--- src/rtl/keccak_pkg.sv ---
// rtl/keccak_pkg.sv - shared types and constants for the Keccak-f[1600] round sequencer
package keccak_pkg;

    typedef enum logic [1:0] {
        ST_IDLE  = 2'd0,
        ST_ROUND = 2'd1,
        ST_DONE  = 2'd2
    } state_t;

    localparam int NUM_ROUNDS = 24;
    localparam int ROUND_BASE = 1;
    localparam int RW         = 5;
    localparam int LANE_W     = 64;
    localparam int STATE_W    = 1600;

endpackage

--- src/rtl/keccak_round_ctrl_if.sv ---
// rtl/keccak_round_ctrl_if.sv - handshake and round-control bundle of the Keccak sequencer
interface keccak_round_ctrl_if #(
    parameter int RW = keccak_pkg::RW
);
    logic          in_valid;
    logic          in_ready;
    logic          stall;
    logic          abort;
    logic          load_en;
    logic          round_en;
    logic [RW-1:0] round_number;
    logic          busy;
    logic          out_valid;
    logic          out_ready;

    // Producer/consumer side: drives the block handshake and flow controls.
    modport master (
        output in_valid, stall, abort, out_ready,
        input  in_ready, load_en, round_en, round_number, busy, out_valid
    );

    // Controller side.
    modport slave (
        input  in_valid, stall, abort, out_ready,
        output in_ready, load_en, round_en, round_number, busy, out_valid
    );
endinterface

--- src/rtl/keccak_round_counter.sv ---
// rtl/keccak_round_counter.sv - loadable round index counter with clear and terminal-count flag
module keccak_round_counter #(
    parameter int          RW     = 5,
    parameter logic [RW-1:0] TC_VAL = '1
) (
    input  logic          clk,
    input  logic          rst_n,
    input  logic          i_clr,
    input  logic          i_load,
    input  logic [RW-1:0] i_load_val,
    input  logic          i_en,
    output logic [RW-1:0] o_count,
    output logic          o_tc
);
    logic [RW-1:0] r_count;

    // Clear has priority over load, load over increment.
    always_ff @(posedge clk or negedge rst_n) begin
        if (!rst_n) begin
            r_count <= '0;
        end else if (i_clr) begin
            r_count <= '0;
        end else if (i_load) begin
            r_count <= i_load_val;
        end else if (i_en) begin
            r_count <= r_count + 1'b1;
        end
    end

    assign o_count = r_count;
    assign o_tc    = (r_count == TC_VAL);
endmodule

--- src/rtl/keccak_round_ctrl.sv ---
// rtl/keccak_round_ctrl.sv - load/round/done sequencer for the one-round-per-clock Keccak core
module keccak_round_ctrl #(
    parameter int NUM_ROUNDS = keccak_pkg::NUM_ROUNDS,
    parameter int ROUND_BASE = keccak_pkg::ROUND_BASE,
    parameter int RW         = keccak_pkg::RW
) (
    input  logic                clk,
    input  logic                rst_n,
    keccak_round_ctrl_if.slave  bus
);
    import keccak_pkg::*;

    localparam logic [RW-1:0] W_FIRST = RW'(ROUND_BASE);
    localparam logic [RW-1:0] W_LAST  = RW'(ROUND_BASE + NUM_ROUNDS - 1);

    state_t        r_state;
    state_t        w_next_state;
    logic          r_busy;
    logic          r_out_valid;
    logic          w_in_ready;
    logic          w_load_en;
    logic          w_round_en;
    logic          w_cnt_clr;
    logic          w_cnt_load;
    logic          w_cnt_en;
    logic          w_last_round;
    logic [RW-1:0] w_round_number;

    keccak_round_counter #(
        .RW     (RW),
        .TC_VAL (W_LAST)
    ) u_round_counter (
        .clk        (clk),
        .rst_n      (rst_n),
        .i_clr      (w_cnt_clr),
        .i_load     (w_cnt_load),
        .i_load_val (W_FIRST),
        .i_en       (w_cnt_en),
        .o_count    (w_round_number),
        .o_tc       (w_last_round)
    );

    // State register plus busy/out_valid registered from the next state.
    always_ff @(posedge clk or negedge rst_n) begin
        if (!rst_n) begin
            r_state     <= ST_IDLE;
            r_busy      <= 1'b0;
            r_out_valid <= 1'b0;
        end else begin
            r_state     <= w_next_state;
            r_busy      <= (w_next_state == ST_ROUND);
            r_out_valid <= (w_next_state == ST_DONE);
        end
    end

    // Next-state and strobe decode; abort overrides stall and completion.
    always_comb begin
        w_next_state = r_state;
        w_in_ready   = 1'b0;
        w_load_en    = 1'b0;
        w_round_en   = 1'b0;
        w_cnt_clr    = 1'b0;
        w_cnt_load   = 1'b0;
        w_cnt_en     = 1'b0;
        case (r_state)
            ST_IDLE: begin
                w_in_ready = 1'b1;
                if (bus.in_valid) begin
                    w_load_en    = 1'b1;
                    w_cnt_load   = 1'b1;
                    w_next_state = ST_ROUND;
                end
            end
            ST_ROUND: begin
                if (bus.abort) begin
                    w_cnt_clr    = 1'b1;
                    w_next_state = ST_IDLE;
                end else if (!bus.stall) begin
                    w_round_en = 1'b1;
                    if (w_last_round) begin
                        w_cnt_clr    = 1'b1;
                        w_next_state = ST_DONE;
                    end else begin
                        w_cnt_en = 1'b1;
                    end
                end
            end
            ST_DONE: begin
                if (bus.abort) begin
                    w_cnt_clr    = 1'b1;
                    w_next_state = ST_IDLE;
                end else if (bus.out_ready) begin
                    w_in_ready = 1'b1;
                    if (bus.in_valid) begin
                        w_load_en    = 1'b1;
                        w_cnt_load   = 1'b1;
                        w_next_state = ST_ROUND;
                    end else begin
                        w_next_state = ST_IDLE;
                    end
                end
            end
            default: begin
                w_cnt_clr    = 1'b1;
                w_next_state = ST_IDLE;
            end
        endcase
    end

    assign bus.in_ready     = w_in_ready;
    assign bus.load_en      = w_load_en;
    assign bus.round_en     = w_round_en;
    assign bus.round_number = w_round_number;
    assign bus.busy         = r_busy;
    assign bus.out_valid    = r_out_valid;
endmodule

--- src/flat_wrapper.sv ---
// flat-port wrapper written by rule: the top's interface ports become plain ports
module keccak_round_ctrl_flat import keccak_pkg::*;
#(
    parameter int NUM_ROUNDS = keccak_pkg::NUM_ROUNDS,
    parameter int ROUND_BASE = keccak_pkg::ROUND_BASE,
    parameter int RW         = keccak_pkg::RW
)
  (clk, rst_n, bus_in_valid, bus_stall, bus_abort, bus_out_ready, bus_in_ready, bus_load_en, bus_round_en, bus_round_number, bus_busy, bus_out_valid);
  keccak_round_ctrl_if #(.RW(RW)) bus_i ();
  input  logic clk;
  input  logic rst_n;
  input wire logic [$bits(bus_i.in_valid)-1:0] bus_in_valid;
  input wire logic [$bits(bus_i.stall)-1:0] bus_stall;
  input wire logic [$bits(bus_i.abort)-1:0] bus_abort;
  input wire logic [$bits(bus_i.out_ready)-1:0] bus_out_ready;
  output wire logic [$bits(bus_i.in_ready)-1:0] bus_in_ready;
  output wire logic [$bits(bus_i.load_en)-1:0] bus_load_en;
  output wire logic [$bits(bus_i.round_en)-1:0] bus_round_en;
  output wire logic [$bits(bus_i.round_number)-1:0] bus_round_number;
  output wire logic [$bits(bus_i.busy)-1:0] bus_busy;
  output wire logic [$bits(bus_i.out_valid)-1:0] bus_out_valid;
  assign bus_i.in_valid = bus_in_valid;
  assign bus_i.stall = bus_stall;
  assign bus_i.abort = bus_abort;
  assign bus_i.out_ready = bus_out_ready;
  assign bus_in_ready = bus_i.in_ready;
  assign bus_load_en = bus_i.load_en;
  assign bus_round_en = bus_i.round_en;
  assign bus_round_number = bus_i.round_number;
  assign bus_busy = bus_i.busy;
  assign bus_out_valid = bus_i.out_valid;
  keccak_round_ctrl #(.NUM_ROUNDS(NUM_ROUNDS), .ROUND_BASE(ROUND_BASE), .RW(RW)) u_core (.clk(clk), .rst_n(rst_n), .bus(bus_i));
endmodule
--- config.mk ---
export PLATFORM = sky130hd
export DESIGN_NAME = keccak_round_ctrl_flat
export DESIGN_NICKNAME = d
export VERILOG_FILES = /design/src/rtl/keccak_pkg.sv /design/src/rtl/keccak_round_ctrl_if.sv /design/src/rtl/keccak_round_counter.sv /design/src/rtl/keccak_round_ctrl.sv /design/src/flat_wrapper.sv
export SDC_FILE = /design/constraint.sdc
export NUM_CORES = 1
export LEC_CHECK = 0
export ABC_AREA = 0
export CAP_MARGIN = 20
export CORE_AREA = 2 2 39 41
export DETAILED_ROUTE_END_ITERATION = 8
export DIE_AREA = 0 0 41 43
export GPL_ROUTABILITY_DRIVEN = 0
export PLACE_DENSITY_LB_ADDON = 0.05
export SYNTH_ARGS = -nofsm -noshare
export SYNTH_HDL_FRONTEND = slang
export SYNTH_SLANG_ARGS = --single-unit
--- constraint.sdc ---
create_clock -name clk -period 3.8 [get_ports clk]
set_clock_uncertainty 0.2 [all_clocks]
set_input_delay 0.38 -clock clk [delete_from_list [all_inputs] [get_ports clk]]
set_output_delay 0.38 -clock clk [all_outputs]
set_load 0.01 [all_outputs]
### After elaboration in Yosys (flattened, before gate mapping)

Index checks and enable logic that the tools add are counted.

| operators by class | value |
|---|---|
| add/sub/neg operators | 1 |
| muxes and demuxes | 30 |
| reductions and logical operators | 2 |
| equality and inequality tests | 5 |

Operator list:

| operator | count |
|---|---|
| two-way mux 1 bit | 17 |
| two-way mux 5 bit | 3 |
| two-way mux 2 bit | 6 |
| case mux 2 bit (3 select lines) | 1 |
| adder 5 x 1 -> 5 bit (second input constant) | 1 |
| equality test 5 bit (second input constant) | 1 |
| equality test 2 x 1 -> 1 bit (second input constant) | 2 |
| equality test 2 bit (second input constant) | 2 |
| case mux 1 bit (2 select lines) | 2 |
| case mux 1 bit (3 select lines) | 1 |
| nonzero test 3 bit | 1 |
| zero test 2 bit | 1 |

| storage, ports and cells | value |
|---|---|
| word-level logic and storage cells | 42 |
| register bits after elaboration | 9 |
| input bits | 6 |

### Logic depth before layout (Yosys ltp)

| depth | value |
|---|---|
| word-level depth | 8 |
| gate-level depth with buffers | 6 |

### Cells and area by module

A second synthesis with hierarchy kept.

| unflattened totals | value |
|---|---|
| cells, all modules | 56 |
| area total of the unflattened synthesis | 536.8 µm² |

Modules (own cells, without submodules):

| module | instances | seq. area each (µm²) | area an instance (µm²) | cells each |
|---|---|---|---|---|
| keccak_round_counter | 1 | 125.1 | 311.5 | 32 |
| keccak_round_ctrl | 1 | 100.1 | 225.2 | 24 |

### Worst setup path after synthesis

No wires, ideal clock.

| timing | value |
|---|---|
| kind | reg2reg |
| from | register u_core.u_round_counter.r_count[0] (netlist: u_core.u_round_counter.o_count[0]) |
| to | register u_core.u_round_counter.r_count[2] (netlist: u_core.u_round_counter.o_count[2]) |
| cell stages (with the launch flop) | 7 |
| setup time | 130 ps |
| arrival time | 1,409 ps |
| slack | 2,061 ps |
| required time | 3,470 ps |
| path through | dfrtp_1 inv_1 ha_1 nand4b_4 o21bai_1 a2bb2oi_1 nor2_1 |

| between the ends | value |
|---|---|
| longest elaborated chain between the ends | 6 |
| elaborated cells between the ends (all ways) | 14 |
| those cells by class | add/sub (1); eq/ne (1); mux (11); reduce/logical (1) |

Ends and longest elaborated chain:

| what | line | source |
|---|---|---|
| start, declared | keccak_round_counter.sv:15 | `logic [RW-1:0] r_count;` |
| start signal, assigned | keccak_round_counter.sv:24 | `r_count <= i_load_val;` |
| start signal, assigned | keccak_round_counter.sv:26 | `r_count <= r_count + 1'b1;` |
| equality test 5 bit | keccak_round_counter.sv:31 | `assign o_tc = (r_count == TC_VAL);` |
| two-way mux 1 bit | keccak_round_ctrl.sv:80 | `if (w_last_round) begin` |
| two-way mux 1 bit | keccak_round_ctrl.sv:78 | `end else if (!bus.stall) begin` |
| two-way mux 1 bit | keccak_round_ctrl.sv:75 | `if (bus.abort) begin` |
| case mux 1 bit (3 select lines) / two-way mux 1 bit (equally long branches) | keccak_round_ctrl.sv:65 | `case (r_state)` |
| nonzero test 3 bit (no line) / two-way mux 5 bit (equally long branches) | - |  |

Parallel ways exist; a longest one is shown, timed or not. The select of a mux whose other input is x is not followed.
A chain may end at the register's enable or synchronous reset.

### Worst setup path after layout

| timing | value |
|---|---|
| from | input bus_abort |
| to | output bus_load_en |

| between the ends | value |
|---|---|
| longest elaborated chain between the ends | 2 |

Ends and longest elaborated chain:

| what | line | source |
|---|---|---|
| start, declared | flat_wrapper.sv:14 | `input wire logic [$bits(bus_i.abort)-1:0] bus_abort;` |
| two-way mux 1 bit | keccak_round_ctrl.sv:89 | `if (bus.abort) begin` |
| case mux 1 bit (2 select lines) | keccak_round_ctrl.sv:65 |  |
| end, declared | flat_wrapper.sv:17 | `output wire logic [$bits(bus_i.load_en)-1:0] bus_load_en;` |

Every way passes these cells.

==> impl_results.html <==
<table>
<tr><th>Metric</th><th>Value</th></tr>
<tr><th colspan="2">Yosys</th></tr>
<tr><td>Async S/R FF share, synth</td><td>100%</td></tr>
<tr><td>Main combinational cell family by area after synthesis</td><td>simple AND/OR/NAND/NOR gates</td></tr>
<tr><td>Synth area leaders</td><td>dfrtp_1, xor2_1, ha_1, nand4b_4, nor4b_4</td></tr>
<tr><td>Syn avg cell area</td><td>10.7 sq um</td></tr>
<tr><td>Number of instances in the synthesized netlist</td><td>46</td></tr>
<tr><td>Cell taking the most area after synthesis</td><td>dfrtp_1</td></tr>
<tr><td>Proportion of synthesized chip area in sequential cells</td><td>45.8%</td></tr>
<tr><td>Net Count, Synth</td><td>54</td></tr>
<tr><td>Number of flops mapped to enable cells by yosys</td><td>0</td></tr>
<tr><td>Synth top cells by count</td><td>dfrtp_1, inv_1, nand2_1</td></tr>
<tr><td>Count of warnings emitted by yosys</td><td>0</td></tr>
<tr><td>Predominant post-synthesis flop cell</td><td>dfrtp_1</td></tr>
<tr><td>Multiplexer area fraction after synthesis</td><td>0%</td></tr>
<tr><td>Post-synthesis share of cell area spent on xor and xnor gates</td><td>7.12%</td></tr>
<tr><td>Complex-gate fraction of the synthesized area</td><td>15.3%</td></tr>
<tr><td>Adder-cell share of the synthesized area</td><td>5.09%</td></tr>
<tr><td>Post-synthesis simple-gate area fraction</td><td>23.7%</td></tr>
<tr><td>Proportion of netlist area held by the largest area contributor</td><td>45.8%</td></tr>
<tr><td>Register bit count reported by yosys</td><td>9</td></tr>
<tr><td>Dominant cell by count in the synthesized netlist</td><td>dfrtp_1</td></tr>
<tr><td>Netlist area before placement</td><td>492 sq um</td></tr>
<tr><td>Number of distinct library cells after synthesis</td><td>20</td></tr>
<tr><th colspan="2">Setup path</th></tr>
<tr><td>Category of the critical setup timing path</td><td>input pin to output pin</td></tr>
<tr><td>Cell with the largest stage delay on the worst path</td><td>clkdlybuf4s50_1</td></tr>
<tr><td>Slowest cell delay on critical path</td><td>550 ps</td></tr>
<tr><td>Register-to-register setup slack</td><td>1890 ps</td></tr>
<tr><td>Endpoint kind of the worst setup timing path</td><td>output pin</td></tr>
<tr><td>Worst reg2reg startpoint</td><td>u_core.u_round_counter.o_count[0]</td></tr>
<tr><td>Reg2reg end</td><td>u_core.u_round_counter.o_count[4]</td></tr>
<tr><td>CP Max Fanout</td><td>7</td></tr>
<tr><td>WP data required</td><td>3220 ps</td></tr>
<tr><td>Arrival time at the worst endpoint</td><td>2050 ps</td></tr>
<tr><td>Sequence of cells on the critical path</td><td>clkdlybuf4s50_1 &gt; nand2b_1 &gt; a21oi_1 &gt; nand2_1 &gt; inv_1 &gt; clkdlybuf4s50_1</td></tr>
<tr><td>Most common cell on crit path</td><td>clkdlybuf4s50_1</td></tr>
<tr><td>Crit path launch type</td><td>input pin</td></tr>
<tr><td>Buffers &amp; Inverters on Critical Path</td><td>3</td></tr>
<tr><td>Cell count of the worst reg-to-reg path</td><td>6</td></tr>
<tr><td>Family of cells with the greatest summed delay on the critical path</td><td>buffers and inverters</td></tr>
<tr><th colspan="2">Drt</th></tr>
<tr><td>Residual DRC</td><td>0</td></tr>
<tr><td>Total number of vias</td><td>404</td></tr>
<tr><td>Total wire length after detailed routing</td><td>946 um</td></tr>
<tr><td>Mean number of vias per cell</td><td>4.99</td></tr>
<tr><td>Routed len/inst</td><td>11.7 um</td></tr>
<tr><td>Top Layer Used</td><td>met4</td></tr>
<tr><td>Number of violations reported at the end of detailed-routing iteration 0</td><td>1</td></tr>
<tr><td>Amount of wire on met2 after detailed routing</td><td>450 um</td></tr>
<tr><td>Antenna violation net count after detailed routing</td><td>0</td></tr>
<tr><td>Routed metal-1 wirelength</td><td>434 um</td></tr>
<tr><td>DRT Pass-1 Iters</td><td>2</td></tr>
<tr><td>Amount of wire on met3 after detailed routing</td><td>54 um</td></tr>
<tr><th colspan="2">Global route</th></tr>
<tr><td>Global-route wire length before repair</td><td>1680 um</td></tr>
<tr><td>Largest net degree at the start of global routing</td><td>10</td></tr>
<tr><td>Global-route total usage across every layer</td><td>14.1%</td></tr>
<tr><td>GR Overflow Total</td><td>0</td></tr>
<tr><td>Number of global-route vias before repair</td><td>405</td></tr>
<tr><td>Number of antenna violations at the first check in global routing</td><td>0</td></tr>
<tr><th colspan="2">Finish</th></tr>
<tr><td>Design Area, Final</td><td>688 sq um</td></tr>
<tr><td>Filler instances</td><td>138</td></tr>
<tr><td>Core utilization of the finished layout</td><td>49.7%</td></tr>
<tr><td>Final-stage net count</td><td>74</td></tr>
<tr><td>Share of post-route cells with drive strength above 1</td><td>7.69%</td></tr>
<tr><td># diodes</td><td>0</td></tr>
<tr><td>Area Overhead vs Synth</td><td>39.9%</td></tr>
<tr><th colspan="2">Floorplan</th></tr>
<tr><td>Core area</td><td>1380 sq um</td></tr>
<tr><td>Die Footprint</td><td>1760 sq um</td></tr>
<tr><td>I/O Pins</td><td>16</td></tr>
<tr><td>Standard-cell row count</td><td>14</td></tr>
<tr><td>Effective utilization at floorplan</td><td>35.5%</td></tr>
<tr><td>Vertical die dimension</td><td>43 um</td></tr>
<tr><td>Die span in x</td><td>41 um</td></tr>
<tr><th colspan="2">Timing</th></tr>
<tr><td>Final Hold Fails</td><td>0</td></tr>
<tr><td>Total negative slack for setup checks</td><td>0 ps</td></tr>
<tr><td>Headroom to the max-slew limit</td><td>73.3%</td></tr>
<tr><td>Setup repair after global routing missed its margin</td><td>no</td></tr>
<tr><td>Transition time at the pin with the least slew margin</td><td>399 ps</td></tr>
<tr><td>Crit path time final</td><td>2630 ps</td></tr>
<tr><td>Final cycle utilization of the critical path</td><td>69.2%</td></tr>
<tr><td>Final setup violation count</td><td>0</td></tr>
<tr><td>Total count of max-transition violations in the final report</td><td>0</td></tr>
<tr><td>Final worst-path setup slack</td><td>1170 ps</td></tr>
<tr><td>Max Freq</td><td>0.380 GHz</td></tr>
<tr><th colspan="2">Clock tree</th></tr>
<tr><td>Clock latency on the worst-skew pair</td><td>260 ps</td></tr>
<tr><td>Num Clock Sinks</td><td>9</td></tr>
<tr><td>Largest buffer count on any clock path</td><td>2</td></tr>
<tr><td>Root buffer cell</td><td>clkbuf_4</td></tr>
<tr><td>Clk pin slew, worst setup/hold paths</td><td>60 ps</td></tr>
<tr><td>Total number of H-tree levels</td><td>1</td></tr>
<tr><td>Number of buffers created by CTS</td><td>3</td></tr>
<tr><td>Clock tree from TritonCTS</td><td>built</td></tr>
<tr><td>Gates resized, CTS repair</td><td>0</td></tr>
<tr><td>Number of buffers added to fix hold violations after cts</td><td>0</td></tr>
<tr><td>Post-CTS Setup Inserts</td><td>0</td></tr>
<tr><th colspan="2">Pwr</th></tr>
<tr><td>Power density relative to cell area</td><td>359 nW/um^2</td></tr>
<tr><td>Maximum vdd drop</td><td>161 uV</td></tr>
<tr><td>Leakage power</td><td>0.301 nW</td></tr>
<tr><td>Sum of internal, switching and leakage power</td><td>247 uW</td></tr>
<tr><th colspan="2">Placement</th></tr>
<tr><td>Placed cell areas</td><td>662 sq um</td></tr>
<tr><td>IO buf count</td><td>15</td></tr>
<tr><td>Minimum setup slack after placement</td><td>1200 ps</td></tr>
<tr><td>HPWL Detailed</td><td>731 um</td></tr>
<tr><th colspan="2">Flow run</th></tr>
<tr><td>Number of maximum-capacitance violations</td><td>0</td></tr>
<tr><th colspan="2">Worst hold path</th></tr>
<tr><td>Min-delay worst type</td><td>input pin to async pin</td></tr>
<tr><th colspan="2">Status</th></tr>
<tr><td>Result of the run</td><td>complete, no violations</td></tr>
</table>
## registers in the layout, summed over array words and instances, names as in the netlist
| signal | cells |
|---|---|
| u_core.u_round_counter.o_count | 5 |
| u_core.bus.out_valid | 1 |
| u_core.bus.busy | 1 |
| u_core.r_state | 2 |
## cell usage in the layout, fill, tap and decap left out, types with 2 or more instances in the layout
| cell type | count |
|---|---|
| a21oi_1 | 3 |
| clkbuf_4 | 3 |
| clkdlybuf4s50_1 | 15 |
| dfrtp_1 | 9 |
| ha_1 | 2 |
| inv_1 | 4 |
| nand2_1 | 4 |
| nand2b_1 | 2 |
| nand3_1 | 2 |
| nand4_1 | 2 |
| nor2_1 | 3 |
| o21ai_0 | 2 |
| o32ai_1 | 2 |
| xor2_1 | 3 |
## layout make-up
cell class                 instances  area, sq um  area share [%]
multi-input combinational         33          251            36.5
clock buffer                       4         26.3            3.82
timing repair buffer              15          150            21.8
tap                               16         20.0            2.91
inverter                           4         15.0            2.18
sequential                         9          225            32.7
## through the flow
| stage | hold WS (ps) | std cells |
|---|---|---|
| floorplan | -116 | 46 |
| global placement | 390 | 77 |
| detailed placement | 394 | 77 |
| CTS | 230 | 81 |
| global route | 234 | 81 |
| finish | 216 | 81 |
## worst max path at each step
stage | depth (start not counted) | slack, ps | end | from
after floorplan | 6 | 2060 | u_core.u_round_counter.o_count[2] | u_core.u_round_counter.o_count[0]
after global placement | 6 | 1190 | bus_load_en | bus_abort
after detailed placement | 6 | 1200 | bus_load_en | bus_abort
after CTS | 6 | 1170 | bus_load_en | bus_abort
after global routing | 6 | 1060 | bus_load_en | bus_abort
final | 6 | 1170 | bus_load_en | bus_abort
## metal layers
metal	vias to the layer above	GRT usage [%]
met5	-	0
met4	0	8.00
met3	2	3.14
met2	15	21.9
li1	202	-
met1	185	17.1
## logic make-up (layout without fill, tap and decap cells)
family,Yosys count,in the layout
buffers and inverters,4,23
DFF,9,9
and+or+nand+nor,16,16
xor gates and xnor gates,4,4
AOI/OAI and AO/OA,11,11
adders and majority gates,2,2
## where the power goes
group / internal [mW] / leakage [nW] / switching, mW
combinational: 0.0347 / 0.167 / 0.0297
sequential: 0.103 / 0.119 / 0.00762
clock: 0.0403 / 0.0150 / 0.0316
total: 0.178 / 0.301 / 0.0689
Power figures use the tool's default switching activity.
